[src/rtl/tug_pkg.sv]
// Shared types and constants for the tug-of-war round controller.
package tug_pkg;

  // Round controller states
  typedef enum logic [1:0] {
    IDLE  = 2'd0,
    WAIT  = 2'd1,
    ARMED = 2'd2,
    DONE  = 2'd3
  } state_e;

  // Feedback taps for x^8 + x^6 + x^5 + x^4 + 1 (bits 7, 5, 4, 3 of a left-shifting register)
  localparam logic [7:0] LFSR_TAPS = 8'hB8;

  // Width of the signed rope position
  localparam int POS_W = 4;

  // One step of the Fibonacci LFSR: shift left, feed the tap parity into bit 0
  function automatic logic [7:0] lfsrNext(input logic [7:0] cur);
    return {cur[6:0], ^(cur & LFSR_TAPS)};
  endfunction

endpackage

[src/rtl/tug_lfsr.sv]
// Free-running 8-bit Fibonacci LFSR; supplies the random part of the start delay.
import tug_pkg::*;

module tug_lfsr #(
  parameter logic [7:0] SEED = 8'hA5
) (
  input  logic       clk,
  input  logic       rst,
  output logic [3:0] rnd_o
);

  logic [7:0] lfsr_q;

  // Advance every clock; reset reseeds so each power-on sequence repeats
  always_ff @(posedge clk or negedge rst) begin
    if (!rst) begin
      lfsr_q <= SEED;
    end else begin
      lfsr_q <= lfsrNext(lfsr_q);
    end
  end

  // Only the low nibble feeds the delay
  assign rnd_o = lfsr_q[3:0];

endmodule

[src/rtl/tug_referee.sv]
// Round controller: random start delay, push arbitration, false-start penalties and rope position.
import tug_pkg::*;

module tug_referee #(
  parameter int         DELAY_BASE = 16,
  parameter int         WIN_POS    = 4,
  parameter logic [7:0] LFSR_SEED  = 8'hA5
) (
  input  logic             clk,
  input  logic             rst,
  input  logic             tick,
  input  logic             start,
  input  logic             lpush,
  input  logic             rpush,
  output logic             go,
  output logic [POS_W-1:0] pos,
  output logic             lpoint,
  output logic             rpoint,
  output logic             foul,
  output logic             over,
  output logic             winner
);

  localparam logic [7:0]       DelayBase8 = 8'(DELAY_BASE);
  localparam logic [POS_W-1:0] WinPos     = POS_W'(WIN_POS);
  localparam logic [POS_W-1:0] NegWinPos  = POS_W'(-WIN_POS);

  state_e           state_q, state_d;
  logic [7:0]       cnt_q, cnt_d;
  logic [POS_W-1:0] pos_q, pos_d;
  logic             go_q, go_d;
  logic             lpoint_q, lpoint_d;
  logic             rpoint_q, rpoint_d;
  logic             foul_q, foul_d;
  logic             over_q, over_d;
  logic             winner_q, winner_d;

  logic [3:0]       rnd;
  logic             lOnly, rOnly, bothPush;
  logic [POS_W-1:0] posInc, posDec;
  logic             hitRight, hitLeft;
  logic [7:0]       reloadVal;
  logic             loadCnt;

  tug_lfsr #(
    .SEED (LFSR_SEED)
  ) u_lfsr (
    .clk   (clk),
    .rst   (rst),
    .rnd_o (rnd)
  );

  // Push decoding, candidate positions and win-line detection
  always_comb begin
    lOnly     = lpush & ~rpush;
    rOnly     = rpush & ~lpush;
    bothPush  = lpush & rpush;
    posInc    = pos_q + POS_W'(1);
    posDec    = pos_q - POS_W'(1);
    hitRight  = (posInc == WinPos);
    hitLeft   = (posDec == NegWinPos);
    reloadVal = DelayBase8 + {4'b0000, rnd};
  end

  // State and registered outputs; reset discards any round in flight
  always_ff @(posedge clk or negedge rst) begin
    if (!rst) begin
      state_q  <= IDLE;
      cnt_q    <= 8'd0;
      pos_q    <= '0;
      go_q     <= 1'b0;
      lpoint_q <= 1'b0;
      rpoint_q <= 1'b0;
      foul_q   <= 1'b0;
      over_q   <= 1'b0;
      winner_q <= 1'b0;
    end else begin
      state_q  <= state_d;
      cnt_q    <= cnt_d;
      pos_q    <= pos_d;
      go_q     <= go_d;
      lpoint_q <= lpoint_d;
      rpoint_q <= rpoint_d;
      foul_q   <= foul_d;
      over_q   <= over_d;
      winner_q <= winner_d;
    end
  end

  // Next state: pushes in WAIT are fouls and outrank the counter reaching zero
  always_comb begin
    state_d = state_q;
    case (state_q)
      IDLE: begin
        if (start) state_d = WAIT;
      end
      WAIT: begin
        if (lOnly)            state_d = hitRight ? DONE : WAIT;
        else if (rOnly)       state_d = hitLeft ? DONE : WAIT;
        else if (bothPush)    state_d = WAIT;
        else if (cnt_q == 8'd0) state_d = ARMED;
      end
      ARMED: begin
        if (lOnly)         state_d = hitLeft ? DONE : WAIT;
        else if (rOnly)    state_d = hitRight ? DONE : WAIT;
        else if (bothPush) state_d = WAIT;
      end
      DONE: begin
        if (start) state_d = WAIT;
      end
      default: state_d = IDLE;
    endcase
  end

  // Next outputs: counter reloads on every entry into WAIT and on every foul
  always_comb begin
    loadCnt  = (state_d == WAIT) && ((state_q != WAIT) || lpush || rpush);
    cnt_d    = cnt_q;
    pos_d    = pos_q;
    go_d     = (state_d == ARMED);
    lpoint_d = 1'b0;
    rpoint_d = 1'b0;
    foul_d   = 1'b0;
    over_d   = over_q;
    winner_d = winner_q;

    if (loadCnt) begin
      cnt_d = reloadVal;
    end else if ((state_q == WAIT) && tick && (cnt_q != 8'd0)) begin
      cnt_d = cnt_q - 8'd1;
    end

    case (state_q)
      IDLE: begin
        if (start) pos_d = '0;
      end
      WAIT: begin
        if (lOnly) begin
          foul_d   = 1'b1;
          rpoint_d = 1'b1;
          pos_d    = posInc;
          if (hitRight) begin
            over_d   = 1'b1;
            winner_d = 1'b1;
          end
        end else if (rOnly) begin
          foul_d   = 1'b1;
          lpoint_d = 1'b1;
          pos_d    = posDec;
          if (hitLeft) begin
            over_d   = 1'b1;
            winner_d = 1'b0;
          end
        end else if (bothPush) begin
          foul_d = 1'b1;
        end
      end
      ARMED: begin
        if (lOnly) begin
          lpoint_d = 1'b1;
          pos_d    = posDec;
          if (hitLeft) begin
            over_d   = 1'b1;
            winner_d = 1'b0;
          end
        end else if (rOnly) begin
          rpoint_d = 1'b1;
          pos_d    = posInc;
          if (hitRight) begin
            over_d   = 1'b1;
            winner_d = 1'b1;
          end
        end
      end
      DONE: begin
        if (start) begin
          pos_d    = '0;
          over_d   = 1'b0;
          winner_d = 1'b0;
        end
      end
      default: ;
    endcase
  end

  assign go     = go_q;
  assign pos    = pos_q;
  assign lpoint = lpoint_q;
  assign rpoint = rpoint_q;
  assign foul   = foul_q;
  assign over   = over_q;
  assign winner = winner_q;

endmodule

[config.mk]
export PLATFORM = sky130hd
export DESIGN_NAME = tug_referee
export DESIGN_NICKNAME = d
export VERILOG_FILES = /design/src/rtl/tug_pkg.sv /design/src/rtl/tug_lfsr.sv /design/src/rtl/tug_referee.sv
export SDC_FILE = /design/constraint.sdc
export NUM_CORES = 1
export LEC_CHECK = 0
export ABC_AREA = 1
export BUFFER_PORTS_ARGS = -buffer_cell sky130_fd_sc_hd__buf_2
export CAP_MARGIN = 20
export CELL_PAD_IN_SITES_DETAIL_PLACEMENT = 1
export CELL_PAD_IN_SITES_GLOBAL_PLACEMENT = 2
export CORE_ASPECT_RATIO = 2
export CORE_MARGIN = 2
export CORE_UTILIZATION = 36
export DETAILED_ROUTE_END_ITERATION = 7
export PLACE_DENSITY_LB_ADDON = 0.1
export SKIP_LAST_GASP = 1
export SYNTH_ARGS = -nofsm -noshare
export SYNTH_HDL_FRONTEND = slang
export SYNTH_SLANG_ARGS = --single-unit
[constraint.sdc]
create_clock -name clk -period 2.49 [get_ports clk]
set_input_delay 0.498 -clock clk [delete_from_list [all_inputs] [get_ports clk]]
set_output_delay 0.498 -clock clk [all_outputs]
set_load 0.02 [all_outputs]
# [Word-level counts from Yosys, hierarchy flattened]
# Cells that the tools add are included.
[op_classes] n_bitwise=5 mul=0 n_eq_ne=12 n_addsub=4 magnitude_cmp=0 div=0 n_mux=43 reduce_logical=14 n_shift=0
[ops] cell="2-to-1 mux 1 bit" count=20
[ops] cell="2-to-1 mux 2 bit" count=10
[ops] cell="2-to-1 mux 4 bit" count=5
[ops] cell="2-to-1 mux 8 bit" count=2
[ops] cell="case mux 4 bit (3 select lines)" count=1
[ops] cell="zero test 8 bit" count=1
[ops] cell="nonzero test 8 bit" count=1
[ops] cell="parity 8 bit" count=1
[ops] cell="subtractor 8 x 1 -> 8 bit (second input constant)" count=1
[ops] cell="adder 5 x 4 -> 6 bit (first input constant)" count=1
[ops] cell="== test 2 bit (second input constant)" count=3
[ops] cell="inequality test 3 bit (second input constant)" count=2
[ops] cell="case mux 1 bit (3 select lines)" count=2
[ops] cell="case mux 2 bit (3 select lines)" count=1
[ops] cell="adder 4 x 1 -> 4 bit (second input constant)" count=1
[ops] cell="== test 2 x 1 -> 1 bit (second input constant)" count=2
[ops] cell="== test 4 x 3 -> 1 bit (second input constant)" count=1
[ops] cell="== test 4 bit (second input constant)" count=1
[ops] cell="inequality test 2 x 1 -> 1 bit (second input constant)" count=2
[ops] cell="case mux 1 bit (2 select lines)" count=2
[ops] cell="AND reduction 4 bit" count=1
[ops] cell="subtractor 4 x 1 -> 4 bit (second input constant)" count=1
[ops] cell="bitwise AND 1 bit" count=3
[ops] cell="logical AND 1 bit" count=3
[ops] cell="other kinds (8)" count=10
[word_totals] n_memories=0 romBits=0 elab_cells=88 mem_bits_rw=0 register_bits=28 out_inout_bits=10 latchBits=0

# [Logic depth before layout (Yosys ltp)]
[depth] depth_word=9 mapped_depth=15

# [Hierarchy]
# From an unflattened synthesis, not the netlist that was laid out.
[hier_totals] hier_cells=234 hier_area_um2=1861.8
[by_module_without_submodules] module="tug_referee" seq_area_each_um2=500.5 area_each_um2=1555.2 instances=1 cells_per_inst=205
[by_module_without_submodules] module="tug_lfsr" seq_area_each_um2=205.2 area_each_um2=306.5 instances=1 cells_per_inst=29

# [Least setup slack after synthesis]
# OpenSTA, ideal clock, no wires.
[synth_timing] path_kind="reg-to-reg" start="register pos_q[0], in the netlist pos[0]" end="register cnt_q[0]" setup_slack_ns=0.649 t_arrival_ns=1.724 n_path_buf=0 setup_time_ns=0.117 required_time_ns=2.373 stages_incl_launch_ff=15 cell_sequence="dfrtp_1 inv_1 ha_1 inv_1 nand2_1 nand2_1 nor2_2 nand3_1 nand2_1 nand2_2 nand2_2 nor2_8 nand2_8 nor2_1 nor2_1"
[synth_between] elab_chain_cells=9 word_cells_on_any_way=15 cone_classes="add/sub (2); eq/ne (3); mux (8); reduce/logical (2)"
[synth_lines] element="start, declared" line_no="tug_referee.sv:30" text="logic [POS_W-1:0] pos_q, pos_d;"
[synth_lines] element="start signal, assigned" line_no="tug_referee.sv:80" text="pos_q <= pos_d;"
[synth_lines] element="adder 4 x 1 -> 4 bit / subtractor 4 x 1 -> 4 bit (equally long branches)" line_no="tug_referee.sv:58, tug_referee.sv:59"
[synth_lines] element="== test 4 x 3 -> 1 bit / == test 4 bit (equally long branches)" line_no="tug_referee.sv:60, tug_referee.sv:61"
[synth_lines] element="2-to-1 mux 2 bit (on tied branches)"
[synth_lines] element="2-to-1 mux 2 bit (on tied branches)" line_no="tug_referee.sv:105, tug_referee.sv:99"
[synth_lines] element="2-to-1 mux 2 bit (on tied branches)" line_no="tug_referee.sv:104, tug_referee.sv:98"
[synth_lines] element="case mux 2 bit (3 select lines) (*)" line_no="tug_referee.sv:93" text="case (state_q)"
[synth_lines] element="== test 2 x 1 -> 1 bit (*)" line_no="tug_referee.sv:117" text="loadCnt = (state_d == WAIT) && ((state_q != WAIT) || lpush || rpush);"
[synth_lines] element="logical AND 1 bit (*)" line_no="tug_referee.sv:117"
[synth_lines] element="2-to-1 mux 8 bit / nonzero test 2 bit (equally long branches)"
[synth_lines] element="end signal, assigned" line_no="tug_referee.sv:79" text="cnt_q <= cnt_d;"
[synth_lines] element="end, declared" line_no="tug_referee.sv:29" text="logic [7:0] cnt_q, cnt_d;"
# Every way passes the cells marked *; elsewhere a longest branch is shown, timed or not.
# A chain may end at the register's enable or synchronous reset.

# [Worst setup path in the final report]
[layout_timing] start="register state_q[0]" end="register over_q, in the netlist over"
[layout_between] elab_chain_cells=3 word_cells_on_any_way=9 cone_classes="eq/ne (6); mux (1); reduce/logical (2)"
[layout_lines] element="start, declared" line_no="tug_referee.sv:28" text="state_e state_q, state_d;"
[layout_lines] element="start signal, assigned" line_no="tug_referee.sv:78" text="state_q <= state_d;"
[layout_lines] element="== test 2 bit / == test 2 x 1 -> 1 bit (equally long branches)" line_no="tug_referee.sv:133" text="case (state_q)"
[layout_lines] element="inequality test 3 bit (no source line), or another cell as far along"
[layout_lines] element="AND reduction 4 bit (no source line)"
[layout_lines] element="end signal, assigned" line_no="tug_referee.sv:85" text="over_q <= over_d;"
[layout_lines] element="end, declared" line_no="tug_referee.sv:35" text="logic over_q, over_d;"
# Several ways; a longest one is shown, not always the timed one.

==> results_dict.tcl <==
set metrics [dict create \
    r2r_end "over" \
    gr-total-overflow 0 \
    synth_ff_type "dfrtp_1" \
    worstPathMaxFanout 7 \
    placeableCoreArea_mm2 0.00505 \
    die_width_um 54.8 \
    synth_seq_cells 28 \
    crit_cells 7 \
    yosysSeqAreaShare_pct 38.1 \
    gp_congestion 0.725 \
    synthCells 223 \
    ir_drop_mv 0.524 \
    r2r-start "state_q[0]" \
    ant_nets 0 \
    synth_cell_types 35 \
    n_antenna_cell 0 \
    crit_path_end "over" \
    rsz0062_at_grt "no" \
    placed_area_mm2 0.00200 \
    muxShareOfSynthArea_pct 0 \
    drv_slew 0 \
    die-area_mm2 0.00578 \
    cts_inserted_buffers 3 \
    synth_edf_count 0 \
    wl_mm 4.12 \
    power_frac_comb_pct 55.1 \
    wl_per_cell_um 13.7 \
    vias 1480 \
    worstPathCellList "inv_1 > ha_1 > nor2_1 > nor2_1 > a211oi_2 > nand3_1 > a22o_1" \
    setup_viol 0 \
    cts_sinks 28 \
    area_delta_synth_final_pct 11.8 \
    crit_type "reg -> reg" \
    synth_fa_ha_area_share_pct 9.45 \
    die_h_um 105 \
    synthSimpleGateAreaFrac_pct 30.6 \
    max_slew.worst_pin.slew_ps 657 \
    crit_path_max_incr_delay_ps 470 \
    syn_area_mm2 0.00185 \
    worst_path_max_delay_cell "dfrtp_1" \
    first_pass_iters 4 \
    cp_data_arrival_time_ps 2260 \
    setup_ws_ps 407 \
    worst-r2r-cell-count 7 \
    cts.path.max_buffers 2 \
    antenna_found_initial 0 \
    critPathLaunchType "register" \
    fillers 622 \
    io_buffers 15 \
    register_area_um2 706 \
    pre_cts_ws_ps 372 \
    timing.critical_path.buf_inv 1 \
    remaining_drc_errors 0 \
    hold_viol 0 \
    top_level_ports 16 \
    grt_max_degree 29 \
    layout_min_cycle_time_ps 2080 \
    p_leak_nw 1.03 \
    swShare_pct 47.4 \
    yosysWarnings 0 \
    first_iter_violations 25 \
    intPower_mw 1.24 \
    rows 37 \
    viasPerCell 4.93 \
    cts_resized 0 \
    seq_power_share_pct 29.2 \
    track_usage_pct 16.5 \
    design_area_mm2 0.00207 \
    reg2reg_slack_ps 410 \
    synth_compound_area_share_pct 9.51 \
    synth_xor_xnor_area_share_pct 4.72 \
    status "complete, no violations" \
    multi_input_comb_area_mm2 0.00101 \
    fin_crit_sh_pct 83.7 \
    path_clk_slew_ps 110 \
    postCtsSetupBuffers 0 \
    crit_path_frequent_cell "nor2_1" \
    tritoncts "done" \
    detailed_place_hpwl_mm 3.22 \
    async_flop_share_pct 100 \
    tns_ps 0 \
    htree_levels 1 \
    fmax_mhz 480 \
    grt_pass1_vias 1537 \
    syn-num-nets 243 \
    slew_headroom_pct 56.2 \
    crit_start "state_q[0]" \
    syn_area_per_cell_um2 8.32 \
    synth_top_family_by_area "simple AND/OR/NAND/NOR gates" \
    power_switching_mw 1.12 \
    root_buffer "clkbuf_8" \
    drive_gt1_share_pct 26.0 \
    crit_family "simple AND/OR/NAND/NOR gates" \
    skew_ps 6.23 \
    hp-class "in -> async" \
    pwr_density_cell_mw_per_mm2 1140 \
    layout.nets 263 \
    ctsHoldBuffers 0 \
    endpoint_kind "register" \
    start_util_pct 36.7 \
    drv_cap 0 \
    crit_required_ps 2670 \
    grt_pass1_wl_mm 7.06 \
    p_clk_share_pct 15.7 \
    insertion_delay_ps 280 \
]
[power by group through the flow]
| stage | Sequential (mW) | Clock [mW] | Combinational [mW] |
|---|---|---|---|
| 2_1_floorplan | 0.741 | 0 | 0.953 |
| 3_3_place_gp | 0.697 | 0 | 1.30 |
| 3_5_place_dp | 0.701 | 0 | 1.31 |
| 4_1_cts | 0.691 | 0.383 | 1.32 |
| 5_1_grt | 0.716 | 0.397 | 1.47 |
| 6_report | 0.689 | 0.369 | 1.30 |
[placed cells by master, fill, tap and decap left out]
| master | netlist | layout |
|---|---|---|
| o21ai_0 | 6 | 6 |
| a31oi_2 | 1 | 1 |
| a21oi_2 | 1 | 1 |
| nand4_1 | 2 | 2 |
| a21oi_1 | 7 | 7 |
| nor2_8 | 1 | 1 |
| a22o_1 | 1 | 1 |
| xnor2_1 | 4 | 4 |
| or2_2 | 3 | 3 |
| nand3_1 | 18 | 18 |
| a31oi_1 | 1 | 1 |
| nor3_1 | 3 | 3 |
| ha_1 | 14 | 14 |
| dfstp_2 | 4 | 4 |
| clkbuf_8 | 0 | 3 |
| a211oi_2 | 1 | 1 |
| nor2_1 | 20 | 20 |
| nor2_4 | 3 | 3 |
| inv_1 | 26 | 26 |
| inv_2 | 6 | 6 |
| o21ai_4 | 1 | 1 |
| nor2_2 | 4 | 4 |
| dfrtp_1 | 24 | 24 |
| inv_4 | 1 | 1 |
| nand2_8 | 1 | 1 |
| buf_2 | 0 | 15 |
| o21ai_1 | 1 | 1 |
| xor2_1 | 6 | 6 |
| nand2_1 | 42 | 42 |
| a22oi_1 | 2 | 2 |
| bufinv_16 | 0 | 1 |
| nand2_2 | 11 | 11 |
| nand2_4 | 1 | 1 |
| o22ai_2 | 1 | 1 |
| nand3_2 | 2 | 2 |
| o22ai_1 | 1 | 1 |
| o211ai_1 | 1 | 1 |
| buf_4 | 2 | 2 |
[worst min-delay path by stage]
stage | start | endpoint | slack (ps) | depth (start not counted)
detailed placement | u_lfsr.lfsr_q[6] | u_lfsr.lfsr_q[7] | 340 | 0
floorplan | rst | cnt_q[0] | 200 | 0
global placement | u_lfsr.lfsr_q[6] | u_lfsr.lfsr_q[7] | 340 | 0
CTS | rst | pos[2] | 250 | 1
global route | rst | pos[2] | 260 | 1
finish | rst | pos[2] | 230 | 1
[Yosys cell counts (2+ instances only)]
cell type	count	share of area [%]
dfrtp_1	24	32
dfstp_2	4	5.7
ha_1	14	9.4
nand4_1	2	0.67
o21ai_0	6	1.6
xnor2_1	4	1.9
nand2_1	42	8.5
xor2_1	6	2.8
nand3_2	2	1.1
nor2_4	3	1.8
a21oi_1	7	1.9
a22oi_1	2	0.81
buf_4	2	0.81
nor2_2	4	1.3
nor3_1	3	0.81
nor2_1	20	4.0
nand3_1	18	4.9
inv_2	6	1.2
nand2_2	11	3.7
inv_1	26	5.3
or2_2	3	1.0
[cell type report]
| class | count | share of cell area (%) |
|---|---|---|
| Tap cell | 58 | 3.50 |
| Inverter | 33 | 6.10 |
| Clock inverter | 1 | 1.45 |
| Multi-Input combinational cell | 160 | 48.6 |
| Sequential cell | 28 | 34.0 |
| Timing Repair Buffer | 17 | 4.35 |
| Clock buffer | 3 | 1.99 |
[per-stage QoR]
stage / power (mW) / std cells / util [%] / hold slack (ps)
after floorplan: 1.69 / 223 / - / 202
after global placement: 2.00 / 296 / 39.7 / 340
after detailed placement: 2.01 / 296 / 39.7 / 341
after CTS: 2.40 / 300 / 41.1 / 248
after global routing: 2.58 / 300 / 41.1 / 256
final: 2.36 / 300 / 41.1 / 231
[flip-flops by register name, summed over array words and instances (netlist names)]
signal / count
cnt_q: 8
foul: 1
go: 1
lpoint: 1
over: 1
pos: 4
rpoint: 1
state_q: 2
u_lfsr.lfsr_q: 8
winner: 1
[per-layer routing]
metal | vias up | GRT usage (%) | routed length [um]
met3 | 4 | 1.70 | 76
met4 | 0 | 5.36 | 51
met1 | 714 | 23.0 | 2010
met2 | 19 | 25.9 | 1980
li1 | 743 | - | -
met5 | - | 0 | 0
[kinds of logic after synthesis]
family          after synthesis
fa+ha+maj                    14
simple gates                111
buf+inv                      35
flops                        28
compound gates               25
xor+xnor                     10
Note: power is estimated with default switching activity, not from simulation.
